`src/rtl/vga_timing_pkg.sv`:
```
// Shared 640x480 VGA timing constants and lock-state encoding, used by the
// timing controller and by the sync decoder.
package vga_timing_pkg;

    localparam int HPIXELS = 800;
    localparam int VLINES  = 521;
    localparam int HBP     = 144;
    localparam int HFP     = 784;
    localparam int VBP     = 31;
    localparam int VFP     = 511;

    typedef enum logic [1:0] {
        SEARCH  = 2'd0,
        LOCKING = 2'd1,
        LOCKED  = 2'd2
    } lock_state_t;

    // 10-bit increment that sticks at all-ones instead of wrapping.
    function automatic logic [9:0] sat_inc(input logic [9:0] v);
        return (v == 10'h3ff) ? v : v + 10'd1;
    endfunction

endpackage

```
`src/rtl/vga_sync_decoder_if.sv`:
```
// VGA stream plus recovered-timing results exchanged between a video source
// (master) and the sync decoder (slave).
interface vga_sync_decoder_if;

    logic       pix_en;
    logic       hsync;
    logic       vsync;
    logic [2:0] red;
    logic [2:0] green;
    logic [1:0] blue;

    logic       locked;
    logic       pix_valid;
    logic [9:0] pix_x;
    logic [9:0] pix_y;
    logic [7:0] pix_rgb;
    logic       frame_start;
    logic [9:0] hlen_meas;
    logic [9:0] vlen_meas;
    logic       err_hlen;
    logic       err_vlen;

    modport master (
        output pix_en, hsync, vsync, red, green, blue,
        input  locked, pix_valid, pix_x, pix_y, pix_rgb, frame_start,
               hlen_meas, vlen_meas, err_hlen, err_vlen
    );

    modport slave (
        input  pix_en, hsync, vsync, red, green, blue,
        output locked, pix_valid, pix_x, pix_y, pix_rgb, frame_start,
               hlen_meas, vlen_meas, err_hlen, err_vlen
    );

endinterface

```
`src/rtl/vga_edge_det.sv`:
```
// Strobe-qualified falling-edge detector; the previous sample idles high so a
// line held low through reset is reported as an edge on the first strobe.
module vga_edge_det (
    input  logic clk,
    input  logic clr,
    input  logic en,
    input  logic d,
    output logic fall
);

    logic q;

    // NOTE: non-blocking so every flop samples the pre-edge value of its inputs.
    always_ff @(posedge clk) begin
        if (clr)
            q <= 1'b1;
        else if (en)
            q <= d;
    end

    assign fall = en & q & ~d;

endmodule

```
`src/rtl/vga_sync_decoder.sv`:
```
// Recovers line/frame position from a sampled VGA stream, verifies the timing
// against the nominal geometry and emits per-pixel coordinates once locked.
module vga_sync_decoder #(
    parameter int HPIXELS = vga_timing_pkg::HPIXELS,
    parameter int VLINES  = vga_timing_pkg::VLINES,
    parameter int HBP     = vga_timing_pkg::HBP,
    parameter int HFP     = vga_timing_pkg::HFP,
    parameter int VBP     = vga_timing_pkg::VBP,
    parameter int VFP     = vga_timing_pkg::VFP
) (
    input  logic              clk,
    input  logic              clr,
    vga_sync_decoder_if.slave bus
);

    import vga_timing_pkg::*;

    logic        h_fall;
    logic        v_fall;
    logic [9:0]  hc;
    logic [9:0]  vc;
    lock_state_t state;

    logic [9:0]  hc_next;
    logic [9:0]  vc_next;
    logic [9:0]  hlen_new;
    logic [9:0]  vlen_new;
    lock_state_t state_next;
    logic        h_bad;
    logic        v_bad;
    logic        checking;
    logic        visible;

    vga_edge_det u_hs_det (
        .clk  (clk),
        .clr  (clr),
        .en   (bus.pix_en),
        .d    (bus.hsync),
        .fall (h_fall)
    );

    vga_edge_det u_vs_det (
        .clk  (clk),
        .clr  (clr),
        .en   (bus.pix_en),
        .d    (bus.vsync),
        .fall (v_fall)
    );

    always_comb begin
        // NOTE: every output gets a default first so no path infers a latch.
        hc_next    = hc;
        vc_next    = vc;
        state_next = state;
        hlen_new   = sat_inc(hc);
        vlen_new   = sat_inc(vc);
        h_bad      = h_fall && (hlen_new != 10'(HPIXELS));
        v_bad      = v_fall && (vlen_new != 10'(VLINES));
        checking   = (state != SEARCH);

        if (bus.pix_en) begin
            hc_next = h_fall ? 10'd0 : sat_inc(hc);
            // A frame edge wins over the line edge it usually coincides with.
            if (v_fall)
                vc_next = 10'd0;
            else if (h_fall)
                vc_next = sat_inc(vc);

            case (state)
                SEARCH:  if (v_fall) state_next = LOCKING;
                LOCKING: begin
                    if (h_bad || v_bad)
                        state_next = SEARCH;
                    else if (v_fall)
                        state_next = LOCKED;
                end
                LOCKED:  if (h_bad || v_bad) state_next = SEARCH;
                default: state_next = SEARCH;
            endcase
        end

        // Qualified on the post-update lock state so a losing edge shows no pixel.
        visible = (state_next == LOCKED)
               && (hc_next >= 10'(HBP)) && (hc_next < 10'(HFP))
               && (vc_next >= 10'(VBP)) && (vc_next < 10'(VFP));
    end

    always_ff @(posedge clk) begin
        if (clr) begin
            hc              <= 10'd0;
            vc              <= 10'd0;
            state           <= SEARCH;
            bus.locked      <= 1'b0;
            bus.pix_valid   <= 1'b0;
            bus.pix_x       <= 10'd0;
            bus.pix_y       <= 10'd0;
            bus.pix_rgb     <= 8'd0;
            bus.frame_start <= 1'b0;
            bus.hlen_meas   <= 10'd0;
            bus.vlen_meas   <= 10'd0;
            bus.err_hlen    <= 1'b0;
            bus.err_vlen    <= 1'b0;
        end else begin
            bus.pix_valid   <= 1'b0;
            bus.frame_start <= 1'b0;

            if (bus.pix_en) begin
                hc              <= hc_next;
                vc              <= vc_next;
                state           <= state_next;
                bus.locked      <= (state_next == LOCKED);
                bus.frame_start <= v_fall;

                if (h_fall)
                    bus.hlen_meas <= hlen_new;
                if (v_fall)
                    bus.vlen_meas <= vlen_new;

                if (checking && h_bad)
                    bus.err_hlen <= 1'b1;
                if (checking && v_bad)
                    bus.err_vlen <= 1'b1;

                if (visible) begin
                    bus.pix_valid <= 1'b1;
                    bus.pix_x     <= hc_next - 10'(HBP);
                    bus.pix_y     <= vc_next - 10'(VBP);
                    bus.pix_rgb   <= {bus.red, bus.green, bus.blue};
                end
            end
        end
    end

endmodule

```
`src/flat_wrapper.sv`:
```
// flat-port wrapper written by rule: the top's interface ports become plain ports
module vga_sync_decoder_flat import vga_timing_pkg::*;
#(
    parameter int HPIXELS = vga_timing_pkg::HPIXELS,
    parameter int VLINES  = vga_timing_pkg::VLINES,
    parameter int HBP     = vga_timing_pkg::HBP,
    parameter int HFP     = vga_timing_pkg::HFP,
    parameter int VBP     = vga_timing_pkg::VBP,
    parameter int VFP     = vga_timing_pkg::VFP
)
  (clk, clr, bus_pix_en, bus_hsync, bus_vsync, bus_red, bus_green, bus_blue, bus_locked, bus_pix_valid, bus_pix_x, bus_pix_y, bus_pix_rgb, bus_frame_start, bus_hlen_meas, bus_vlen_meas, bus_err_hlen, bus_err_vlen);
  vga_sync_decoder_if bus_i ();
  input  logic clk;
  input  logic clr;
  input wire logic [$bits(bus_i.pix_en)-1:0] bus_pix_en;
  input wire logic [$bits(bus_i.hsync)-1:0] bus_hsync;
  input wire logic [$bits(bus_i.vsync)-1:0] bus_vsync;
  input wire logic [$bits(bus_i.red)-1:0] bus_red;
  input wire logic [$bits(bus_i.green)-1:0] bus_green;
  input wire logic [$bits(bus_i.blue)-1:0] bus_blue;
  output wire logic [$bits(bus_i.locked)-1:0] bus_locked;
  output wire logic [$bits(bus_i.pix_valid)-1:0] bus_pix_valid;
  output wire logic [$bits(bus_i.pix_x)-1:0] bus_pix_x;
  output wire logic [$bits(bus_i.pix_y)-1:0] bus_pix_y;
  output wire logic [$bits(bus_i.pix_rgb)-1:0] bus_pix_rgb;
  output wire logic [$bits(bus_i.frame_start)-1:0] bus_frame_start;
  output wire logic [$bits(bus_i.hlen_meas)-1:0] bus_hlen_meas;
  output wire logic [$bits(bus_i.vlen_meas)-1:0] bus_vlen_meas;
  output wire logic [$bits(bus_i.err_hlen)-1:0] bus_err_hlen;
  output wire logic [$bits(bus_i.err_vlen)-1:0] bus_err_vlen;
  assign bus_i.pix_en = bus_pix_en;
  assign bus_i.hsync = bus_hsync;
  assign bus_i.vsync = bus_vsync;
  assign bus_i.red = bus_red;
  assign bus_i.green = bus_green;
  assign bus_i.blue = bus_blue;
  assign bus_locked = bus_i.locked;
  assign bus_pix_valid = bus_i.pix_valid;
  assign bus_pix_x = bus_i.pix_x;
  assign bus_pix_y = bus_i.pix_y;
  assign bus_pix_rgb = bus_i.pix_rgb;
  assign bus_frame_start = bus_i.frame_start;
  assign bus_hlen_meas = bus_i.hlen_meas;
  assign bus_vlen_meas = bus_i.vlen_meas;
  assign bus_err_hlen = bus_i.err_hlen;
  assign bus_err_vlen = bus_i.err_vlen;
  vga_sync_decoder #(.HPIXELS(HPIXELS), .VLINES(VLINES), .HBP(HBP), .HFP(HFP), .VBP(VBP), .VFP(VFP)) u_core (.clk(clk), .clr(clr), .bus(bus_i));
endmodule
```
`config.mk`:
```
export PLATFORM = sky130hd
export DESIGN_NAME = vga_sync_decoder_flat
export DESIGN_NICKNAME = d
export VERILOG_FILES = /design/src/rtl/vga_timing_pkg.sv /design/src/rtl/vga_sync_decoder_if.sv /design/src/rtl/vga_edge_det.sv /design/src/rtl/vga_sync_decoder.sv /design/src/flat_wrapper.sv
export SDC_FILE = /design/constraint.sdc
export NUM_CORES = 1
export LEC_CHECK = 0
export CAP_MARGIN = 10
export CORE_MARGIN = 2
export CORE_UTILIZATION = 60
export CTS_CLUSTER_DIAMETER = 200
export DETAILED_ROUTE_END_ITERATION = 8
export DONT_BUFFER_PORTS = 1
export PLACE_DENSITY = 0.76
export REMOVE_ABC_BUFFERS = 1
export SYNTH_ARGS = -nofsm -noshare
export SYNTH_HDL_FRONTEND = slang
export SYNTH_SLANG_ARGS = --single-unit
```
`constraint.sdc`:
```
create_clock -name clk -period 8.4 [get_ports clk]
set_input_delay 1.26 -clock clk [delete_from_list [all_inputs] [get_ports clk]]
set_output_delay 1.26 -clock clk [all_outputs]
set_load 0.02 [all_outputs]
```
==> run metrics <==
dpl ws=3666 ps; Worst EP arrival=4630 ps; sequential area share after synthesis=36.40%; Pre-antenna DRT Iters=5; CTS Buf Count=9; Post-synth top flop=dfxtp_1; worst r2r dst=u_core.bus.pix_x[8]; Via density=6.475; outcome=finished, final reports clean; H-tree depth=3; global route overflow=0; root buffer cell=clkbuf_8; hold_buf cts=0; Avg WL per Cell=17.60 um; CP delay by family, top=simple AND/OR/NAND/NOR gates; Async S/R FF share, synth=0%; Critical-path top delay cell=and3b_1; reg-to-reg startpoint=u_core.vc[0]; Worst slew margin=42.37%; largest net degree at the start of global routing=65; post-synth design cell area=0.004235 sq mm; Die Height=slightly below 90 um; min cycle time layout=between 4000 and 5000 ps; FF-to-FF path depth=13; clock buffer depth=2; Achievable Freq=approximately 230 MHz; Slew @ Worst Pin=859.3 ps; Power Total=0.7261 mW; Final Slew Violations=0; PnR worst setup slack=3988 ps; clock insertion delay at the later pin of the skew report=370 ps; Fin Hold WS=526.8 ps; Hold Path End=u_core.state[1]; Post-synth EDFFs=0; final period utilization=between 50% and 60%; initial core utilization=62.34%; Hold Crit Start=u_core.state[1]; startpoint types=input port; hold path cells=2; IO Port Bufs=0; synth unique cells=64; Core ar.=0.006794 sq mm; clk sink count=77; residual DRC count=0; vias in the first global route=3584; Ports=66; Post-CTS Setup Bufs=0; setup violators final=0; total number of vias=roughly 4000; Core Rows=30; Worst-path clk slew=90 ps; layout cells sized above 1=7.184%; Max VDD drop=around 0.00010 V; global-route wire length before repair=17480 um; CTS tree=yes; RSZ-0062 raised after global routing=false; Levels on crit path=11; setup TNS=0 ps; Critical Path End Type=flop; CP required=8620 ps; register bit count reported by yosys=77; Crit Path Class=input port to flop; remaining antenna violation count=0; Syn Inst Count=539; Synth Area per Inst=just under 8 sq um; diodes inserted=0; PD cells=164.4 mW/mm^2; MaxCap Viol Count=0; Starting DRT DRC Count=449; leakage=about 1.4 nW; Post-Route WL=~11000 um; Ys Warns=0; final hold viol count=0; commonest cells after routing, fill and taps aside=77 x dfxtp_1, 55 x nor2_1, 51 x a21oi_1, 41 x nand2_1; dpl hpwl=around 7300 um; Die X=between 80 and 90 um; nets@finish=roughly 530; Placer Congestion=just under 0.9; critical-path cell list=and3b_1 > a41oi_1 > inv_1 > ha_1 > nand3_1 > o21a_1 > nor3b_2 > nor4_1 > a2111o_1 > nor2_4 > o21ai_0; GRT Resource Usage Total=about 28%; CP Max Fanout=19; most common cell after layout, fill and taps aside=dfxtp_1; Non-Filler Instances=611; post-CTS sizing=0; antenna violations before repair=0; WP buf/inv=1; Area Overhead vs Synth=4.254%; r2r setup slk=about 4000 ps; Hold Path Class=flop to flop; Post-Place Cells=slightly below 600; Clock Skews=11.84 ps; max incr delay on CP=670 ps; die area=0.007747 sq mm
[sequential cells by signal, summed over array words and instances (netlist names), 2 cells and up]
name / count
u_core.hc: 10
u_core.bus.vlen_meas: 10
u_core.bus.pix_y: 10
u_core.state: 2
u_core.bus.pix_x: 10
u_core.bus.pix_rgb: 8
u_core.bus.hlen_meas: 10
u_core.vc: 10
[final cells by class]
| class | count | area [sq um] |
|---|---|---|
| Multi-Input combinational cell | 409 | 2480 |
| Timing Repair Buffer | 3 | 22.52 |
| Clock inverter | 7 | 90.09 |
| Sequential cell | 77 | 1541 |
| Clock buffer | 9 | 123.9 |
| Fill cell | 601 | 2379 |
| Tap cell | 96 | 120.1 |
| Inverter | 10 | 37.54 |
[worst max-delay path by stage]
stage,endpoint,start,slack (ps)
2_1_floorplan,u_core.bus.pix_x[5],bus_hsync,3490
3_3_place_gp,u_core.bus.pix_y[2],bus_hsync,3820
3_5_place_dp,u_core.bus.pix_y[8],bus_hsync,3670
4_1_cts,u_core.bus.pix_y[2],bus_hsync,4030
5_1_grt,u_core.bus.pix_x[8],bus_hsync,3690
6_report,u_core.bus.pix_x[8],bus_hsync,3990
[power by group]
group,internal [mW],total [mW],switching (mW)
logic,0.0135,0.0386,0.0252
clock network,0.146,0.306,0.160
registers,0.370,0.382,0.0111
[synthesized netlist by cell type (5+ instances only)]
library cell	instances	area [sq um]
a211oi_1	16	120.1
a21oi_1	51	255.2
a31oi_1	15	93.84
and2_1	11	68.82
and3_1	6	37.54
and4_1	5	43.79
buf_2	17	85.08
clkbuf_1	21	78.83
dfxtp_1	77	1541
ha_1	5	62.56
inv_1	9	33.78
mux2i_1	9	90.09
nand2_1	41	153.9
nand3_1	34	170.2
nand4_1	14	87.58
nor2_1	55	206.5
nor2b_1	8	50.05
nor3_1	10	50.05
o211ai_1	6	45.04
o21ai_0	34	170.2
xnor2_1	12	105.1
[logic make-up after synthesis]
logic type / count (synthesis) / share of synthesized area (%)
AO/OA/AOI/OAI: 160 / 23.84
flip-flops: 77 / 36.40
AND/OR/NAND/NOR: 219 / 27.30
multiplexers: 9 / 2.127
adder cells (fa/ha/maj): 5 / 1.477
buffers and inverters: 53 / 5.554
XOR/XNOR: 16 / 3.309
[stage by stage]
step | area, sq um | utilization, %
3_3_place_gp | 4202 | 61.84
5_1_grt | 4415 | 64.99
2_1_floorplan | 4038 | -
6_report | 4415 | 64.99
4_1_cts | 4415 | 64.99
3_5_place_dp | 4202 | 61.84
[worst register-to-register path: stages, from the launching register on]
cell and delay [ps]:
dfxtp_1 530, ha_1 460, and4_1 310, nand3_2 200, a41oi_1 520, inv_1 110, ha_1 240, nand4_1 90
o21a_1 200, nor3b_2 100, nor4_1 540, a2111o_1 470, nor2_4 170, o21ai_0 270
[layer usage]
layer / GRT usage (%) / wire, um / vias up
li1: - / - / 1912
met1: 39.14 / 4775 / 1861
met2: 43.46 / 4848 / 164
met3: 7.917 / 962 / 19
met4: 8.540 / 165 / 0
met5: 0 / 0 / -
No activity file was read; power rests on OpenSTA's default activity.
